`src/rtl/jtag_pkg.sv`:
```
// Shared constants for the JTAG TAP core: TAP state codes, instruction codes,
// IR capture pattern and the data-register selector type.
package jtag_pkg;

   // TAP state codes, IEEE 1149.1 hex encoding
   localparam logic [3:0] ST_TLR    = 4'hF;
   localparam logic [3:0] ST_RTI    = 4'hC;
   localparam logic [3:0] ST_SEL_DR = 4'h7;
   localparam logic [3:0] ST_CAP_DR = 4'h6;
   localparam logic [3:0] ST_SH_DR  = 4'h2;
   localparam logic [3:0] ST_EX1_DR = 4'h1;
   localparam logic [3:0] ST_PAU_DR = 4'h3;
   localparam logic [3:0] ST_EX2_DR = 4'h0;
   localparam logic [3:0] ST_UPD_DR = 4'h5;
   localparam logic [3:0] ST_SEL_IR = 4'h4;
   localparam logic [3:0] ST_CAP_IR = 4'hE;
   localparam logic [3:0] ST_SH_IR  = 4'hA;
   localparam logic [3:0] ST_EX1_IR = 4'h9;
   localparam logic [3:0] ST_PAU_IR = 4'hB;
   localparam logic [3:0] ST_EX2_IR = 4'h8;
   localparam logic [3:0] ST_UPD_IR = 4'hD;

   // Instruction codes; wider IRs zero-extend these, BYPASS is all ones
   localparam logic [3:0] INS_EXTEST = 4'b0000;
   localparam logic [3:0] INS_IDCODE = 4'b0001;
   localparam logic [3:0] INS_SAMPLE = 4'b0010;
   localparam logic [3:0] INS_INTEST = 4'b0011;
   localparam logic [3:0] INS_USER   = 4'b1000;

   // Loaded into the IR shift register at Capture-IR (LSBs 01, rest zero)
   localparam logic [1:0] IR_CAPTURE = 2'b01;

   typedef enum logic [1:0] {
      DR_BYPASS = 2'd0,
      DR_IDCODE = 2'd1,
      DR_BSR    = 2'd2,
      DR_USER   = 2'd3
   } dr_sel_e;

endpackage

```
`src/rtl/tap_fsm.sv`:
```
// TAP controller: 16-state IEEE 1149.1 state machine with decoded action strobes.
//
// state  | meaning
// TLR    | test-logic-reset, IR forced to IDCODE
// RTI    | run-test/idle
// SEL_DR | select DR scan
// CAP_DR | capture selected DR
// SH_DR  | shift selected DR
// EX1_DR | exit1 DR
// PAU_DR | pause DR, shift register held
// EX2_DR | exit2 DR
// UPD_DR | update selected DR latch
// SEL_IR | select IR scan
// CAP_IR | capture IR pattern
// SH_IR  | shift IR
// EX1_IR | exit1 IR
// PAU_IR | pause IR
// EX2_IR | exit2 IR
// UPD_IR | update instruction
module tap_fsm
   import jtag_pkg::*;
(
   input  logic       clk,
   input  logic       rst,
   input  logic       tms,
   output logic [3:0] state,
   output logic       in_tlr,
   output logic       capture_ir,
   output logic       shift_ir,
   output logic       update_ir,
   output logic       capture_dr,
   output logic       shift_dr,
   output logic       update_dr
);

   logic [3:0] state_nxt;

   // Standard TMS-driven transitions
   always_comb begin
      state_nxt = ST_TLR;
      case (state)
         ST_TLR:    state_nxt = tms ? ST_TLR    : ST_RTI;
         ST_RTI:    state_nxt = tms ? ST_SEL_DR : ST_RTI;
         ST_SEL_DR: state_nxt = tms ? ST_SEL_IR : ST_CAP_DR;
         ST_CAP_DR: state_nxt = tms ? ST_EX1_DR : ST_SH_DR;
         ST_SH_DR:  state_nxt = tms ? ST_EX1_DR : ST_SH_DR;
         ST_EX1_DR: state_nxt = tms ? ST_UPD_DR : ST_PAU_DR;
         ST_PAU_DR: state_nxt = tms ? ST_EX2_DR : ST_PAU_DR;
         ST_EX2_DR: state_nxt = tms ? ST_UPD_DR : ST_SH_DR;
         ST_UPD_DR: state_nxt = tms ? ST_SEL_DR : ST_RTI;
         ST_SEL_IR: state_nxt = tms ? ST_TLR    : ST_CAP_IR;
         ST_CAP_IR: state_nxt = tms ? ST_EX1_IR : ST_SH_IR;
         ST_SH_IR:  state_nxt = tms ? ST_EX1_IR : ST_SH_IR;
         ST_EX1_IR: state_nxt = tms ? ST_UPD_IR : ST_PAU_IR;
         ST_PAU_IR: state_nxt = tms ? ST_EX2_IR : ST_PAU_IR;
         ST_EX2_IR: state_nxt = tms ? ST_UPD_IR : ST_SH_IR;
         ST_UPD_IR: state_nxt = tms ? ST_SEL_DR : ST_RTI;
         default:   state_nxt = ST_TLR;
      endcase
   end

   // State register with synchronous reset into TLR
   always_ff @(posedge clk) begin
      if (rst) state <= ST_TLR;
      else     state <= state_nxt;
   end

   // Actions fire on the edge taken while in the named state
   always_comb begin
      in_tlr     = (state == ST_TLR);
      capture_ir = (state == ST_CAP_IR);
      shift_ir   = (state == ST_SH_IR);
      update_ir  = (state == ST_UPD_IR);
      capture_dr = (state == ST_CAP_DR);
      shift_dr   = (state == ST_SH_DR);
      update_dr  = (state == ST_UPD_DR);
   end

endmodule

```
`src/rtl/jtag_tap_core.sv`:
```
// JTAG test-access core: TAP FSM, IR, bypass, IDCODE, boundary scan and user DR.
module jtag_tap_core
   import jtag_pkg::*;
#(
   parameter int          IR_W       = 4,
   parameter int          N_CH       = 2,
   parameter logic [31:0] IDCODE_VAL = 32'h1000_0001,
   parameter int          USER_W     = 16
) (
   input  logic              TCK,
   input  logic              TRST,
   input  logic              TMS,
   input  logic              TDI,
   output logic              TDO,
   output logic              TDO_EN,
   input  logic [N_CH-1:0]   PIN_IN,
   input  logic [N_CH-1:0]   CORE_IN,
   output logic [N_CH-1:0]   CORE_OUT,
   output logic [N_CH-1:0]   PIN_OUT,
   input  logic [USER_W-1:0] USER_CAPTURE,
   output logic [USER_W-1:0] USER_DATA,
   output logic              USER_UPDATE,
   output logic [3:0]        STATE,
   output logic [IR_W-1:0]   IR_OUT
);

   localparam int BSR_W = 2 * N_CH;

   logic in_tlr, capture_ir, shift_ir, update_ir;
   logic capture_dr, shift_dr, update_dr;

   logic [IR_W-1:0]   ir_q, ir_sr;
   logic              bypass_sr;
   logic [31:0]       id_sr;
   logic [BSR_W-1:0]  bsr_sr, bsr_lat;
   logic [USER_W-1:0] user_sr, user_data;
   logic              user_update;
   logic              tdo_q, tdo_en_q, rst_mask;
   logic              dr_lsb;
   logic              is_extest, is_intest;
   dr_sel_e           dr_sel;

   tap_fsm u_fsm (
      .clk        (TCK),
      .rst        (TRST),
      .tms        (TMS),
      .state      (STATE),
      .in_tlr     (in_tlr),
      .capture_ir (capture_ir),
      .shift_ir   (shift_ir),
      .update_ir  (update_ir),
      .capture_dr (capture_dr),
      .shift_dr   (shift_dr),
      .update_dr  (update_dr)
   );

   // Instruction register: shift path plus the active instruction
   always_ff @(posedge TCK) begin
      if (TRST) begin
         ir_q  <= IR_W'(INS_IDCODE);
         ir_sr <= '0;
      end else begin
         if (capture_ir)    ir_sr <= IR_W'(IR_CAPTURE);
         else if (shift_ir) ir_sr <= {TDI, ir_sr[IR_W-1:1]};
         if (in_tlr)         ir_q <= IR_W'(INS_IDCODE);
         else if (update_ir) ir_q <= ir_sr;
      end
   end

   // Instruction decode; unknown codes fall back to bypass
   always_comb begin
      is_extest = (ir_q == IR_W'(INS_EXTEST));
      is_intest = (ir_q == IR_W'(INS_INTEST));
      dr_sel    = DR_BYPASS;
      if (is_extest || is_intest || (ir_q == IR_W'(INS_SAMPLE))) dr_sel = DR_BSR;
      else if (ir_q == IR_W'(INS_IDCODE))                        dr_sel = DR_IDCODE;
      else if (ir_q == IR_W'(INS_USER))                          dr_sel = DR_USER;
   end

   // Data registers: capture, shift and update of whichever DR is selected
   always_ff @(posedge TCK) begin
      if (TRST) begin
         bypass_sr   <= 1'b0;
         id_sr       <= '0;
         bsr_sr      <= '0;
         bsr_lat     <= '0;
         user_sr     <= '0;
         user_data   <= '0;
         user_update <= 1'b0;
      end else begin
         user_update <= 1'b0;
         if (capture_dr) begin
            case (dr_sel)
               DR_IDCODE: id_sr     <= IDCODE_VAL;
               DR_BSR:    bsr_sr    <= {CORE_IN, PIN_IN};
               DR_USER:   user_sr   <= USER_CAPTURE;
               default:   bypass_sr <= 1'b0;
            endcase
         end
         if (shift_dr) begin
            case (dr_sel)
               DR_IDCODE: id_sr     <= {TDI, id_sr[31:1]};
               DR_BSR:    bsr_sr    <= {TDI, bsr_sr[BSR_W-1:1]};
               DR_USER:   user_sr   <= (user_sr >> 1) | (USER_W'(TDI) << (USER_W - 1));
               default:   bypass_sr <= TDI;
            endcase
         end
         if (update_dr) begin
            if (dr_sel == DR_BSR) bsr_lat <= bsr_sr;
            if (dr_sel == DR_USER) begin
               user_data   <= user_sr;
               user_update <= 1'b1;
            end
         end
      end
   end

   // Serial output source for the selected DR
   always_comb begin
      case (dr_sel)
         DR_IDCODE: dr_lsb = id_sr[0];
         DR_BSR:    dr_lsb = bsr_sr[0];
         DR_USER:   dr_lsb = user_sr[0];
         default:   dr_lsb = bypass_sr;
      endcase
   end

   // TDO launches on the falling edge so it is stable at the next rising edge
   always_ff @(negedge TCK) begin
      tdo_q    <= shift_ir ? ir_sr[0] : (shift_dr ? dr_lsb : 1'b0);
      tdo_en_q <= shift_ir | shift_dr;
   end

   // Holds TDO quiet for the half cycle between a reset edge and the next falling edge
   always_ff @(posedge TCK) begin
      rst_mask <= TRST;
   end

   // Pin/core muxing is combinational from the active instruction and latches
   always_comb begin
      CORE_OUT = PIN_IN;
      PIN_OUT  = CORE_IN;
      if (is_extest) PIN_OUT  = bsr_lat[BSR_W-1:N_CH];
      if (is_intest) CORE_OUT = bsr_lat[N_CH-1:0];
   end

   assign TDO         = tdo_q & ~rst_mask;
   assign TDO_EN      = tdo_en_q & ~rst_mask;
   assign USER_DATA   = user_data;
   assign USER_UPDATE = user_update;
   assign IR_OUT      = ir_q;

endmodule

```
`config.mk`:
```
export PLATFORM = sky130hd
export DESIGN_NAME = jtag_tap_core
export DESIGN_NICKNAME = d
export VERILOG_FILES = /design/src/rtl/jtag_pkg.sv /design/src/rtl/tap_fsm.sv /design/src/rtl/jtag_tap_core.sv
export SDC_FILE = /design/constraint.sdc
export NUM_CORES = 1
export LEC_CHECK = 0
export ABC_AREA = 1
export CAP_MARGIN = 20
export CORE_ASPECT_RATIO = 0.8
export CORE_MARGIN = 4
export CORE_UTILIZATION = 58
export CTS_CLUSTER_SIZE = 16
export DETAILED_ROUTE_END_ITERATION = 12
export PLACE_DENSITY = 0.94
export SYNTH_ARGS = -nofsm -noshare
export SYNTH_HDL_FRONTEND = slang
export SYNTH_SLANG_ARGS = --single-unit
```
`constraint.sdc`:
```
create_clock -name TCK -period 1.97 [get_ports TCK]
set_clock_uncertainty 0.05 [all_clocks]
set_input_delay 0.394 -clock TCK [delete_from_list [all_inputs] [get_ports TCK]]
set_output_delay 0.394 -clock TCK [all_outputs]
set_load 0.01 [all_outputs]
```
==> flow_summary.yaml, run 1 <==
route:
  via_per_inst: 5.33
  drt_pass1_iterations: 5
  wl_per_cell_microns: 13.8
  drt_wl_total_microns: 9800
  vias: 3776
  first_iter_violations: 272
  drc: 0
  ant_nets: 0
clock_tree:
  htree_levels: 3
  cts_root_buffer: "clkbuf_8"
  tritoncts: "built"
  numCtsBuffers: 9
  worstSkewPairLatency_ns: 0.37
  cts_sinks: 89
  clockBufferDepth: 2
  path_clk_slew_ns: 0.09
  cts.hold.buffers_added: 0
die:
  dieWidth_microns: 98.8
  die-area_sq_um: 7960
  rows: 26
  die_h_microns: 80.6
  io_pins: 55
  initial_core_util_pct: 59.7
  core_sq_um: 6410
placed_design:
  place_congestion: 0.861
  portBuffers: 54
  place_hpwl_microns: 6500
  pre_cts_slack_ns: -0.405
  dp.cells: 690
final_layout:
  nets: 644
  stdcell_count: 709
  syn_to_final_growth_pct: 27.1
  antenna_cells: 0
  drive_gt1_share_pct: 15.4
synthesis:
  netlist_top_cells_area: "dfxtp_1 47%, nand2_1 14%, nand3_1 6.3%"
  syn-cell-area_sq_um: 3820
  syn_avg_cell_area_sq_um: 7.08
  ys_seq_area_share_pct: 46.6
  synth_cell_types: 23
  synth_top_area_cell: "dfxtp_1"
  synth_seq_cells: 89
  syn_nets: 564
  yosysTopAreaCellShare_pct: 46.6
  syn_inst: 540
  ys_warn_count: 0
worst_setup_path:
  crit_chain: "inv_1 > nor2_1 > buf_2"
  critical-path-top-delay-family: "flip-flops"
  arrival_ns: 1.94
  crit_required_ns: 1.53
  crit_fanout: 1
  timing.critical_path.buf_inv: 2
  startpoint_type: "flip-flop"
  crit_type: "flip-flop to primary output"
  critPathMaxStageDelay_ns: 0.30
  slowest_stage: "dfxtp_1"
  end_kind: "primary output"
grt:
  grt.total_usage_pct: 25.0
  grt_overflow: 0
  grt_pass1_vias: 3563
  grt_pass1_wl_microns: 16000
  grt_max_degree: 36
  antenna_found_initial: 0
run_status:
  status: "complete, but fails checks"
  violations: "negative setup slack"
timing:
  setup_viol_count_final: 3
  finalHoldViolations: 0
  drv_slew: 0
  setup_ws_ns: -0.410
  slew-limit-headroom_pct: 69.8
  rsz0062_at_grt: "true"
  tightest_slew_ns: 0.453
pwr:
  powerDensity_nw_per_um2: 955
  vdd_ir_drop_max_v: 0.000680
  total_power_mw: 4.64
  p_leak_nw: 2.24
job:
  maxCapViolations: 0
min_path:
  hold_class: "flip-flop to flip-flop"
## worst register-to-register path: cells and delay by family (launching register included)
kind	cells	cell delay, ns
buffers and inverters	1	0.08
DFF	1	0.33
and+or+nand+nor	7	0.51
## path summary, 6_finish.rpt
check	startpoint	to	slack [ns]	cells past startpoint
worst max-delay path	tdo_q$_DFF_N_	TDO	-0.41	3
worst min-delay path	id_sr[19]$_SDFF_PP0_	id_sr[18]$_SDFF_PP0_	0.41	2
worst max register to register	IR_OUT[0]$_SDFFE_PP1P_	tdo_q$_DFF_N_	-0.04	8
worst min register to register	id_sr[19]$_SDFF_PP0_	id_sr[18]$_SDFF_PP0_	0.41	2
## flip-flops by register name (all words and copies together) (netlist names)
name and cells:
tdo_en_q 1, USER_UPDATE 1, ir_sr 4, tdo_q 1
u_fsm.state 4, IR_OUT 4, bsr_sr 4, bypass_sr 1
USER_DATA 16, user_sr 16, rst_mask 1, id_sr 32
bsr_lat 4
## where the power goes
part	leakage (nW)	switching [mW]	total, mW	internal (mW)
logic	1.43	0.844	1.50	0.655
registers	0.720	0.0928	2.00	1.91
clock network	0.0937	0.670	1.14	0.468
total	2.24	1.61	4.64	3.03
## routing by layer
layer | up-vias | global-route usage [%] | wire length (microns)
li1 | 1859 | - | -
met1 | 1744 | 29.5 | 4030
met2 | 145 | 44.4 | 4830
met3 | 28 | 5.30 | 682
met4 | 0 | 10.4 | 255
met5 | - | 0 | 0
## cells in the final DEF, fill, tap and decap left out, types with 3 or more instances in the layout
master             n
buf_2              3
nor2_2             3
buf_4             35
clkdlybuf4s15_2    3
dfxtp_1           82
nand2_2            5
inv_2              6
dfxtp_2            5
nand3_1           45
nor2_1            59
a211oi_1           4
o21ai_1           16
clkbuf_8           9
nor2_4             3
clkdlybuf4s50_1   48
o21ai_0           33
nand2_4            5
nand2_1          137
inv_1             60
a21oi_1           40
## final cells by class
type,instances,area [sq um]
sequential,89,1800
multi-input combinational,361,1700
fill,450,1550
timing repair buffer,91,823
inverter,66,253
clock buffer,10,128
tap,84,105
clock inverter,8,50.0
## per-stage QoR
step / area (sq um) / TNS, ns / utilization (%) / hold WS [ns]
final: 4860 / -0.836 / 75.8 / 0.413
after CTS: 4810 / -0.865 / 75.1 / 0.409
after global placement: 4610 / -0.904 / 71.9 / 0.396
after floorplan: 3850 / -0.166 / - / 0.372
after detailed placement: 4610 / -1.05 / 71.9 / 0.402
after global routing: 4860 / -1.07 / 75.8 / 0.421
## cell families after synthesis
| kind of cell | count (synthesis) | synth area share [%] |
|---|---|---|
| buffers and inverters | 90 | 10.7 |
| AO/OA/AOI/OAI | 95 | 12.7 |
| AND/OR/NAND/NOR | 266 | 30.0 |
| flip-flops | 89 | 46.6 |
## synth_stat cells
cell      instances
nor3b_1           1
dfxtp_1          89
nand2_4           3
clkbuf_1          7
o21ai_1          14
nand4_1           2
nor3_1            1
buf_6             7
inv_1            60
nor2_8            2
nor2_2            2
nor2_4            1
a21oi_1          40
a211oi_1          4
nand2_1         140
o21ai_0          37
buf_2             6
clkinv_2          1
buf_4             3
inv_2             6
nor2_1           62
nand2_2           4
nand3_1          48
## what timing repair did
action                     in CTS  in global routing
hold endpoints to repair        0                  0
setup endpoints to repair       7                 12
gates resized for setup        30                 14
pin swaps                       2                  6
buffers inserted                2                  0
(Power assumes the default switching activity.)
==> run 2, diff against run 1 <==
CORE_MARGIN = 2   (was 4)
==> run 2 against run 1 <==
  * The flow still finishes with violations (negative setup slack)
  * Non-clock buffer count decreased by 2
  * Sequential share of layout area about the same
  * Sequential power about the same
  * Via count up 2.8%
  * Final area barely moved
  * Critical path type unchanged
  * Critical endpoint is now TDO_EN
  * Largest power group unchanged
  * Highest routed layer unchanged
==> flow_summary.yaml, run 2 (synthesized netlist as in run 1, its figures left out) <==
route:
  via_per_inst: 5.49
  first_iter_violations: 427
  vias: 3883
  drc: 0
  drt_pass1_iterations: 6
  drt_wl_total_microns: 10200
  wl_per_cell_microns: 14.4
  ant_nets: 0
timing:
  drv_slew: 0
  setup_viol_count_final: 3
  hold_ws_ns: 0.406
  finalHoldViolations: 0
  setup_ws_ns: -0.456
  tns_ns: -1.04
  rsz0062_at_grt: "true"
  slew-limit-headroom_pct: 69.5
  tightest_slew_ns: 0.456
worst_setup_path:
  crit_fanout: 1
  crit_required_ns: 1.53
  crit_type: "flip-flop to primary output"
  arrival_ns: 1.98
  reg2reg_depth: 8
  timing.critical_path.from: "tdo_en_q$_DFF_N_"
  end_kind: "primary output"
  endpoint: "TDO_EN"
  worstReg2RegEnd: "tdo_q$_DFF_N_"
  rrSetupSlack_ns: -0.14
  startpoint_type: "flip-flop"
  reg2reg_from: "IR_OUT[1]$_SDFFE_PP0P_"
final_layout:
  syn_to_final_growth_pct: 27.0
  largest_reg_flops: 32
  stdcell_count: 707
  top_register: "id_sr"
  drive_gt1_share_pct: 16.4
  antenna_cells: 0
  layout_common_cells: "135 x nand2_1, 82 x dfxtp_1, 59 x inv_1"
  final_common_cell: "nand2_1"
  nets: 642
  final_core_util_pct: 76.1
run_status:
  violations: "negative setup slack"
  status: "complete, but fails checks"
clock_tree:
  cts_sinks: 89
  numCtsBuffers: 9
  worstSkewPairLatency_ns: 0.36
  cts.hold.buffers_added: 0
  cts_root_buffer: "clkbuf_8"
  tritoncts: "built"
  path_clk_slew_ns: 0.09
  clockBufferDepth: 2
  htree_levels: 3
pwr:
  vdd_ir_drop_max_v: 0.000816
  powerDensity_nw_per_um2: 990
  total_power_mw: 4.81
  p_leak_nw: 2.23
grt:
  grtUsageMet1_pct: 35.2
  grt_pass1_wl_microns: 16000
  grt_pass1_vias: 3554
  met2_usage_pct: 45.4
  grt-busiest-layer: "met2"
  antenna_found_initial: 0
  grt.total_usage_pct: 27.8
  grt_overflow: 0
  grt_max_degree: 38
  grt_use_met3_pct: 6.63
job:
  maxCapViolations: 0
die:
  initial_core_util_pct: 60.0
  dieWidth_microns: 94.8
  die_h_microns: 76.6
  io_pins: 55
  rows: 26
  core_sq_um: 6380
  die-area_sq_um: 7260
placed_design:
  portBuffers: 54
  dp.cells: 688
  place_hpwl_microns: 6310
  place_congestion: 0.849
min_path:
  hold_class: "flip-flop to flip-flop"
-- run 2: cell types whose count changed in the layout (fill, tap and decap cells not counted), sizes merged --
cell	change
clkdlybuf4s15	-3
clkinv	+2
inv	-2
buf	+1
bufinv	+1
clkinvlp	-1
-- run 2: metrics by stage --
step	area, sq um	worst slack, ns
3_3_place_gp	4590	-0.385
2_1_floorplan	3850	-0.166
6_report	4850	-0.456
5_1_grt	4850	-0.503
4_1_cts	4830	-0.441
3_5_place_dp	4590	-0.424
-- run 2: worst min path at each step --
stage                             from                 endpoint  slack [ns]  depth (start not counted)
2_1_floorplan                     TRST         rst_mask$_DFF_P_        0.37                          0
3_3_place_gp      id_sr[21]$_SDFF_PP0_     id_sr[20]$_SDFF_PP0_        0.40                          2
3_5_place_dp   bsr_lat[1]$_SDFFE_PP0P_  bsr_lat[1]$_SDFFE_PP0P_        0.39                          2
4_1_cts        bsr_lat[1]$_SDFFE_PP0P_  bsr_lat[1]$_SDFFE_PP0P_        0.41                          2
5_1_grt           id_sr[21]$_SDFF_PP0_     id_sr[20]$_SDFF_PP0_        0.43                          2
6_report          id_sr[21]$_SDFF_PP0_     id_sr[20]$_SDFF_PP0_        0.41                          2
-- run 2: report_power, final --
| part | internal [mW] | leakage (nW) | total [mW] | switching, mW |
|---|---|---|---|---|
| Clock | 0.628 | 0.113 | 1.30 | 0.675 |
| Sequential | 1.91 | 0.720 | 2.01 | 0.0962 |
| Combinational | 0.632 | 1.40 | 1.50 | 0.867 |
-- run 2: worst max-delay path: stages (launching register included) --
cell and delay (ns):
dfxtp_1 0.30, inv_1 0.03, nor2_1 0.10, buf_2 0.16
-- run 2: layout make-up --
class	instances	area [sq um]
clock inverter	8	72.6
fill	439	1520
sequential	89	1800
timing repair buffer	89	790
clock buffer	10	138
multi-input combinational	361	1700
inverter	66	251
tap	84	105
-- run 2: layer usage --
metal	vias to the layer above	share of wire (%)
met3	46	9.3
met4	0	3.7
li1	1853	-
met2	265	48
met5	-	0
met1	1719	39
-- run 2: what timing repair did --
item | in CTS | in global routing
pin swaps | 5 | 10
endpoints found under the setup margin | 7 | 10
resized for setup | 30 | 22
buffers inserted | 2 | 0
